--- src/rtl/node_nic_pkg.sv ---
// Shared flit geometry for the node NIC (mirrors the ring-wide defines.v layout).
// Flit width and valid-bit position; no NIC-private constants beyond the drop counter width.
package node_nic_pkg;
  localparam int CONTROL_W = 144;
  localparam int VALID_BIT = CONTROL_W - 1;
  localparam int DROP_W    = 16;

  typedef logic [CONTROL_W-1:0] flit_t;
endpackage

--- src/rtl/nic_fifo.sv ---
// Generic FIFO with a combinational head, zero when empty.
// Latency: a push at edge k is visible on head after edge k when the FIFO was empty.
// Backpressure: a push is taken while not full, or while full and popped at the same edge.
module nic_fifo #(
  parameter int WIDTH = 8,
  parameter int DEPTH = 4
) (
  input  logic             clk,
  input  logic             rst,
  input  logic             push,
  input  logic [WIDTH-1:0] push_dat,
  input  logic             pop,
  output logic [WIDTH-1:0] head,
  output logic             full,
  output logic             empty
);
  localparam int AW = $clog2(DEPTH);

  logic [WIDTH-1:0] mem [DEPTH];
  logic [AW:0]      wr_ptr, rd_ptr;
  logic             do_push, do_pop;

  assign empty   = (wr_ptr == rd_ptr);
  assign full    = (wr_ptr[AW] != rd_ptr[AW]) && (wr_ptr[AW-1:0] == rd_ptr[AW-1:0]);
  assign do_pop  = pop && !empty;
  assign do_push = push && (!full || do_pop);
  assign head    = empty ? '0 : mem[rd_ptr[AW-1:0]];

  always_ff @(posedge clk or posedge rst) begin
    if (rst) begin
      wr_ptr <= '0;
      rd_ptr <= '0;
    end else begin
      if (do_push) wr_ptr <= wr_ptr + 1'b1;
      if (do_pop)  rd_ptr <= rd_ptr + 1'b1;
    end
  end

  // When full and popped together, the write lands in the slot being vacated.
  always_ff @(posedge clk) begin
    if (do_push) mem[wr_ptr[AW-1:0]] <= push_dat;
  end
endmodule

--- src/rtl/node_nic.sv ---
// Node NIC: buffers core flits onto the router's two local ports, merges ejected flits to one stream.
// Latency: one edge from push to portlN_ci / ej_flit when the flit is at the head and granted.
// Backpressure: inj_ready per selected port; ejection overflow drops flits and counts them.
module node_nic
  import node_nic_pkg::*;
#(
  parameter int INJ_DEPTH = 4,
  parameter int EJ_DEPTH  = 4
) (
  input  logic                 clk,
  input  logic                 rst,
  input  logic [CONTROL_W-1:0] inj_flit,
  input  logic                 inj_port,
  input  logic                 inj_valid,
  output logic                 inj_ready,
  output logic [CONTROL_W-1:0] portl0_ci,
  output logic [CONTROL_W-1:0] portl1_ci,
  input  logic                 portl0_ack,
  input  logic                 portl1_ack,
  input  logic [CONTROL_W-1:0] portl0_co,
  input  logic [CONTROL_W-1:0] portl1_co,
  output logic [CONTROL_W-1:0] ej_flit,
  output logic                 ej_valid,
  input  logic                 ej_ready,
  output logic [DROP_W-1:0]    drop_cnt
);
  logic  [1:0] inj_full, inj_empty, inj_push;
  logic  [1:0] ej_full, ej_empty, ej_push, ej_pop, drop;
  flit_t       ej_head0, ej_head1;
  logic        rr, grant;
  logic  [1:0] drop_sum;
  logic  [DROP_W:0] drop_next;

  assign inj_ready = !inj_full[inj_port];
  assign inj_push  = (inj_valid && inj_ready) ? (inj_port ? 2'b10 : 2'b01) : 2'b00;

  nic_fifo #(.WIDTH(CONTROL_W), .DEPTH(INJ_DEPTH)) u_inj0 (
    .clk(clk), .rst(rst), .push(inj_push[0]), .push_dat(inj_flit),
    .pop(portl0_ack), .head(portl0_ci), .full(inj_full[0]), .empty(inj_empty[0])
  );

  nic_fifo #(.WIDTH(CONTROL_W), .DEPTH(INJ_DEPTH)) u_inj1 (
    .clk(clk), .rst(rst), .push(inj_push[1]), .push_dat(inj_flit),
    .pop(portl1_ack), .head(portl1_ci), .full(inj_full[1]), .empty(inj_empty[1])
  );

  assign ej_push = {portl1_co[VALID_BIT], portl0_co[VALID_BIT]};

  nic_fifo #(.WIDTH(CONTROL_W), .DEPTH(EJ_DEPTH)) u_ej0 (
    .clk(clk), .rst(rst), .push(ej_push[0]), .push_dat(portl0_co),
    .pop(ej_pop[0]), .head(ej_head0), .full(ej_full[0]), .empty(ej_empty[0])
  );

  nic_fifo #(.WIDTH(CONTROL_W), .DEPTH(EJ_DEPTH)) u_ej1 (
    .clk(clk), .rst(rst), .push(ej_push[1]), .push_dat(portl1_co),
    .pop(ej_pop[1]), .head(ej_head1), .full(ej_full[1]), .empty(ej_empty[1])
  );

  // Preferred FIFO wins when it has data; otherwise the other one.
  always_comb begin
    grant = rr;
    if (rr == 1'b0) grant = ej_empty[0] ? 1'b1 : 1'b0;
    else            grant = ej_empty[1] ? 1'b0 : 1'b1;
  end

  assign ej_valid = !(ej_empty[0] && ej_empty[1]);
  assign ej_flit  = !ej_valid ? '0 : (grant ? ej_head1 : ej_head0);
  assign ej_pop   = (ej_valid && ej_ready) ? (grant ? 2'b10 : 2'b01) : 2'b00;

  assign drop      = ej_push & ej_full & ~ej_pop;
  assign drop_sum  = {1'b0, drop[0]} + {1'b0, drop[1]};
  assign drop_next = {1'b0, drop_cnt} + {{(DROP_W-1){1'b0}}, drop_sum};

  always_ff @(posedge clk or posedge rst) begin
    if (rst) begin
      rr       <= 1'b0;
      drop_cnt <= '0;
    end else begin
      if (ej_valid && ej_ready) rr <= ~grant;
      drop_cnt <= drop_next[DROP_W] ? {DROP_W{1'b1}} : drop_next[DROP_W-1:0];
    end
  end
endmodule

--- config.mk ---
export PLATFORM = sky130hd
export DESIGN_NAME = node_nic
export DESIGN_NICKNAME = d
export VERILOG_FILES = /design/src/rtl/node_nic_pkg.sv /design/src/rtl/nic_fifo.sv /design/src/rtl/node_nic.sv
export SDC_FILE = /design/constraint.sdc
export NUM_CORES = 2
export LEC_CHECK = 0
export ABC_AREA = 1
export CAP_MARGIN = 30
export CORE_MARGIN = 1.5
export CORE_UTILIZATION = 30
export DETAILED_ROUTE_END_ITERATION = 7
export PLACE_DENSITY_LB_ADDON = 0.08
export SYNTH_ARGS = -nofsm -noshare
export SYNTH_HDL_FRONTEND = slang
export SYNTH_SLANG_ARGS = --single-unit
--- constraint.sdc ---
create_clock -name clk -period 15 [get_ports clk]
set_input_delay 3 -clock clk [delete_from_list [all_inputs] [get_ports clk]]
set_output_delay 3 -clock clk [all_outputs]
set_load 0.05 [all_outputs]
## Yosys cells after proc, flatten, opt, wreduce, memory -nomap -nowiden

Memory sizes are Yosys's and may differ from the RTL's.
Cells that the tools add are included.

| word-level totals | value |
|---|---|
| bits in registers | 41 |
| bits in writable memories | 2304 |
| input bits | 439 |
| memories | 4 |

| cells by class | value |
|---|---|
| add/subtract/negate cells | 10 |
| magnitude comparators | 1 |
| equality and inequality tests | 12 |
| muxes and demuxes | 24 |
| bitwise operators | 4 |
| reduce and logical (&&, ||, !) cells | 29 |

Memories:

| memory | words | bits a word | rd ports | clocked after memory_dff | wr ports | line | RTL |
|---|---|---|---|---|---|---|---|
| u_ej0.mem | 4 | 144 | 1 | 0 | 1 | nic_fifo.sv:19 | `logic [WIDTH-1:0] mem [DEPTH];` |
| u_ej1.mem | 4 | 144 | 1 | 0 | 1 | nic_fifo.sv:19 |  |
| u_inj0.mem | 4 | 144 | 1 | 0 | 1 | nic_fifo.sv:19 |  |
| u_inj1.mem | 4 | 144 | 1 | 0 | 1 | nic_fifo.sv:19 |  |

Operator list:

| operator | count |
|---|---|
| 144-bit two-way mux | 6 |
| 3-bit by 1-bit adder with 3-bit output, second input constant | 8 |
| 16-bit by 2-bit adder with 17-bit output | 1 |
| 16-bit two-way mux | 1 |
| 1-bit logical AND | 15 |
| 1-bit two-way mux | 13 |
| 3-bit equality test | 4 |
| 1-bit zero test | 10 |
| 2-bit equality test | 4 |
| 2-bit two-way mux | 4 |
| 2-bit AND | 2 |
| 1-bit logical OR | 4 |
| 1-bit inequality test | 4 |
| 1-bit by 1-bit adder with 2-bit output | 1 |
| 1-bit by 2-bit less-than comparator with 1-bit output, second input constant | 1 |
| 2-bit inverter | 1 |
| 1-bit inverter | 1 |

## Logic depth before layout (Yosys ltp)

| logic depth | value |
|---|---|
| depth in word-level cells | 10 |
| depth in mapped cells | 21 |
| gate-level depth less buffers | 19 |

## Modules after synthesis

A second synthesis with hierarchy kept.

| second synthesis, totals | value |
|---|---|
| cells, all modules | 8228 |
| area, all modules | 96148.5 µm² |

Modules (own cells, without submodules):

| module | times used | cells an instance | area an instance (µm²) | sequential area each (µm²) |
|---|---|---|---|---|
| nic_fifo | 4 | 1902 | 23257.3 | 17446.7 |
| node_nic | 1 | 620 | 3119.2 | 425.4 |

## Least setup slack after synthesis

No wires, ideal clock.

| path | value |
|---|---|
| kind | in2reg |
| from | input port ej_ready |
| to | memory u_ej0.mem[0][0] (netlist bit) (enable) |
| arrival | 9.315 ns |
| data required time | 14.351 ns |
| path slack | 5.035 ns |
| stages | 4 |
| buffers on the path | 0 |
| cells stage by stage | nand3_2 -> nand2_1 -> nand2_2 -> nor2_1 |

| between the ends | value |
|---|---|
| cells in the longest elaborated chain, start to end | 7 |

Ends and longest elaborated chain:

| what | line | RTL |
|---|---|---|
| from (decl) | node_nic.sv:24 | `input logic ej_ready,` |
| 1-bit logical AND | node_nic.sv:68 | `assign ej_pop = (ej_valid && ej_ready) ? (grant ? 2'b10 : 2'b01) : 2'b00;` |
| 2-bit two-way mux | node_nic.sv:68 |  |
| 1-bit logical AND | nic_fifo.sv:25 | `assign do_pop = pop && !empty;` |
| 1-bit logical OR | nic_fifo.sv:26 | `assign do_push = push && (!full \|\| do_pop);` |
| 1-bit logical AND | nic_fifo.sv:26 |  |
| 1-bit two-way mux | nic_fifo.sv:41 | `if (do_push) mem[wr_ptr[AW-1:0]] <= push_dat;` |
| 1-bit two-way mux (not written as such) | nic_fifo.sv:41 |  |
| to (decl) | nic_fifo.sv:19 |  |

Every way passes these cells.

## Worst setup path in the final report

| path | value |
|---|---|
| from | register u_ej1.rd_ptr[0] |
| to | output port ej_flit[93] |

| between the ends | value |
|---|---|
| cells in the longest elaborated chain, start to end | 5 |
| elaborated cells on any way between the ends | 8 |
| classes of those cells | eq/ne: 1; mux: 5; reduce/logical: 1; memory: 1 |

Ends and longest elaborated chain:

| what | line | RTL |
|---|---|---|
| from (decl) | nic_fifo.sv:20 | `logic [AW:0] wr_ptr, rd_ptr;` |
| from (signal assigned) | nic_fifo.sv:35 | `if (do_pop) rd_ptr <= rd_ptr + 1'b1;` |
| 3-bit equality test | nic_fifo.sv:23 | `assign empty = (wr_ptr == rd_ptr);` |
| 1-bit two-way mux | node_nic.sv:63 | `else grant = ej_empty[1] ? 1'b0 : 1'b1;` |
| 1-bit two-way mux | node_nic.sv:62 | `if (rr == 1'b0) grant = ej_empty[0] ? 1'b1 : 1'b0;` |
| 144-bit two-way mux | node_nic.sv:67 | `assign ej_flit = !ej_valid ? '0 : (grant ? ej_head1 : ej_head0);` |
| 144-bit two-way mux * | node_nic.sv:67 |  |
| to (decl) | node_nic.sv:22 | `output logic [CONTROL_W-1:0] ej_flit,` |

Mark *: on every way between the ends. The rest lies on a longest branch, timed or not.

==> impl_summary.md <==
Synth
The post-synthesis area per instance is roughly 13 sq um. The count of different cell masters after synthesis is 34. The number of nets in the synthesized netlist is 7436. The post-synthesis cell count is around 7000. Ranked by instance count, the synthesized netlist is headed by 2304 x sky130_fd_sc_hd__edfxtp_1, 1473 x sky130_fd_sc_hd__nor2_1, 870 x sky130_fd_sc_hd__o21ai_0. The count of flip-flops with a built-in enable after synthesis is ~2300. The share of synthesized area in the top cell type comes to 0.751. In this run, synthesis produced a sequential element count of 2345. The biggest area consumer among synthesized cells is sky130_fd_sc_hd__edfxtp_1.

Of the synthesized area, sequential elements account for 0.762. The mapped cell area is between 90000 and 100000 sq um. The count of warnings emitted by yosys is 0. Sorting the synthesized cells by area gives the leading types as sky130_fd_sc_hd__edfxtp_1 75%, sky130_fd_sc_hd__nor2_1 6.0%, sky130_fd_sc_hd__o21ai_0 4.7%. In the synthesized netlist the async set-or-reset flop fraction comes to 0.0175. The predominant post-synthesis flop cell is sky130_fd_sc_hd__edfxtp_1. The most frequently used cell type in the post-synthesis netlist is sky130_fd_sc_hd__edfxtp_1.

Place
The placed wire-length estimate after detailed placement is about 180000 um. After detailed placement, the total cell area comes to around 110000 sq um. At the end of routability-driven placement, the weighted congestion stood at 0.754. Port buffering added 888 buffers. Including well taps, the total number of placed cells is between 10000 and 15000.

Clock network
TritonCTS built the clock tree. The hold buffer count at CTS is 0. The clock-pin slew on the worst setup and hold paths is approximately 0.06 ns. TritonCTS created between 200 and 300 clock buffers.

Clock latency on the worst-skew pair, taken at its later pin, is roughly 0.89 ns. The count of instances resized after the clock tree is built is 0. Clock tree synthesis selected as its root buffer the cell sky130_fd_sc_hd__clkbuf_16. The post-CTS repair timing setup buffer count is 0.

In this run the number of H-tree levels came out at 5. The tree built by TritonCTS fans out to 2345 sinks. No sink is reached through more buffers than the 4 on the longest clock path.

GRT
The first global-routing pass estimated 422000 um of wire. The residual overflow from global routing is 0. The initial antenna violation count is between 100 and 150. The via count of the first global-routing pass is about 57000. For this run, the total global-route usage over all layers was measured as 0.185.

Entering global routing, the biggest net connects 140 pins.

STA
At the pin with the least slew margin, the transition time is roughly 1.1 ns. The count of endpoints failing hold in the final timing report is 0. The final critical delay including setup and external delays is just under 9 ns. The setup TNS after final layout is 0 ns. Setup violations remaining at the end of the flow were counted as 0. The relative slew slack is 0.286. The final clock period utilization by the worst path is 0.594. The count of final max-slew check failures is 0. Timing would allow up to roughly 110 MHz. Setup repair after global routing left no endpoint under its margin. The final clock skew is roughly 0.030 ns.

Die
The die is around 560 um wide. The floorplan has 203 rows. After floorplanning, the core was sized to cover approximately 310000 sq um. The initial core utilization is 0.301. 889 I/O pins were placed. The die area is 310000 sq um. Measured along the y axis, the die boundary spans 557 um.

Finish
The area overhead of the layout relative to synthesis is 23.6%. The number of standard cells in the final layout excluding fillers is around 12000. The final non-filler cell area is around 110000 sq um. The share of final-layout standard cells stronger than drive strength 1 is 0.0653.

The number of nets at the end of the flow is between 8000 and 9000. The end-of-flow core utilization is 0.372.

Setup path
Walking the worst path, the cells encountered are inv_8 > nand2_1 > nand2_2 > nand3_4 > nand2_8 > nand2_8 > buf_4 > nand3_1 > nand2_1 > clkdlybuf4s50_1. For the worst setup path, the data required time is 12.00 ns. STA classifies the critical path startpoint as a flip-flop.

The element type at the critical path end is an output port. The buffer and inverter count on the worst path is 3. The kind of cell adding the most delay to the critical path is simple AND/OR/NAND/NOR gates.

The worst stage delay on the critical path is between 0.8 and 0.9 ns. In this run the register-to-register setup slack is just under 9 ns. The endpoint of the most critical register-to-register path is u_ej0.mem[3][110]. The critical path is of the flip-flop to output port type. The cell type of the slowest stage on the worst timing path is sky130_fd_sc_hd__dfrtp_4. In this run the critical register-to-register path is launched from u_ej1.rd_ptr[1]. The data arrival time of the critical path is around 5.9 ns. The number of cell instances on the worst register-to-register path is 12. Of all nets on the critical path, the largest fanout is 82.

Worst hold path
The launch point of the worst hold path is u_inj1.wr_ptr[2]. The class of the most critical hold timing path is flip-flop to flip-flop. The endpoint with the worst hold slack is u_inj1.wr_ptr[2].

Counting instances, the worst hold path has a depth of 1.

Detailed routing
The routed via count is roughly 59000. The length of the first detailed-routing pass in iterations is 7. The routed length per instance is 24.5 um.

The detailed-route wire length is between 200000 and 300000 um. The remaining number of nets flagged by the antenna check after routing is 0. The violation count after the first detailed-routing iteration is between 4000 and 5000.

After detailed routing, the number of vias per cell comes to 4.84. The number of remaining DRC errors is 0.

Outcome
The flow ran to the end, and the final reports show no timing, DRC or antenna violations.

Run
The tool flagged a number of max-cap violations equal to 0.
## through the flow
| stage | setup WS [ns] | hold slack (ns) |
|---|---|---|
| 4_1_cts | 5.97 | 0.498 |
| 5_1_grt | 5.77 | 0.508 |
| 3_3_place_gp | 7.07 | 0.478 |
| 2_1_floorplan | 5.04 | 0.462 |
| 6_report | 6.09 | 0.495 |
| 3_5_place_dp | 6.98 | 0.486 |
## how the worst max path moves through the flow
stage                    startpoint         endpoint  depth (start not counted)
finish              u_ej1.rd_ptr[0]      ej_flit[93]                         10
global route        u_ej1.rd_ptr[0]     ej_flit[116]                         10
CTS                 u_ej1.rd_ptr[0]     ej_flit[110]                         10
detailed placement  u_ej1.rd_ptr[0]     ej_flit[110]                         10
global placement    u_ej1.rd_ptr[0]      ej_flit[94]                         10
floorplan                  ej_ready  u_ej0.mem[0][0]                          4
## cell usage in the layout, fill, tap and decap left out, drive strengths merged
cell type and instances:
a21oi 7, a31oi 1, buf 109, bufinv 11, clkbuf 359, clkdlybuf4s50 888
clkinv 98, dfrtp 41, diode 28, edfxtp 2304, fa 1, ha 21
inv 361, nand2 504, nand3 317, nand3b 1, nand4 5, nor2 1475
nor3 1, o21ai 871, o22ai 288, o32ai 288, or2 3, xnor2 9
xor2 14
## layer usage
metal,global-route usage,wire (um),up-vias
met5,0,926,-
met4,0.0443,6420,148
met3,0.0601,25500,514
met2,0.288,134000,1605
met1,0.249,130000,29200
li1,-,-,27100
## area by class of cell
cell class | instances | area [sq um]
Antenna cell | 28 | 70.1
Clock buffer | 359 | 7460
Clock inverter | 125 | 1040
Fill cell | 29300 | 192000
Inverter | 345 | 1330
Multi-Input combinational cell | 3806 | 18500
Sequential cell | 2345 | 70200
Tap cell | 4100 | 5130
Timing Repair Buffer | 997 | 9960
## state kept, by name (all words and copies together) (netlist names)
signal         flops
u_ej1.mem        576
u_inj1.rd_ptr      3
u_inj0.rd_ptr      3
u_ej1.rd_ptr       3
u_ej1.wr_ptr       3
u_inj0.mem       576
drop_cnt          16
rr                 1
u_ej0.wr_ptr       3
u_ej0.mem        576
u_ej0.rd_ptr       3
u_inj1.mem       576
u_inj1.wr_ptr      3
u_inj0.wr_ptr      3
## worst reg2reg max path: stages, from the launching register on
cell and delay (ns):
sky130_fd_sc_hd__dfrtp_4 0.70, sky130_fd_sc_hd__inv_4 0.55, sky130_fd_sc_hd__nand2_1 0.14, sky130_fd_sc_hd__nand2_2 0.11, sky130_fd_sc_hd__nand3_4 0.31, sky130_fd_sc_hd__nand2_8 0.66, sky130_fd_sc_hd__nand3_2 0.30, sky130_fd_sc_hd__nand2_1 0.18
sky130_fd_sc_hd__nand2_2 0.20, sky130_fd_sc_hd__nor2_4 0.51, sky130_fd_sc_hd__buf_4 0.61, sky130_fd_sc_hd__buf_4 0.72, sky130_fd_sc_hd__buf_4 0.86
## cell families after synthesis
| family | share of synthesized area |
|---|---|
| and+or+nand+nor | 0.0996 |
| adders and majority gates | 0.00307 |
| buffers and inverters | 0.0380 |
| xor gates and xnor gates | 0.00227 |
| AOI/OAI and AO/OA | 0.0947 |
| DFF | 0.762 |
Power is not shown: default switching activity piles up to over one toggle a cycle in this logic, so the estimate is an artifact.
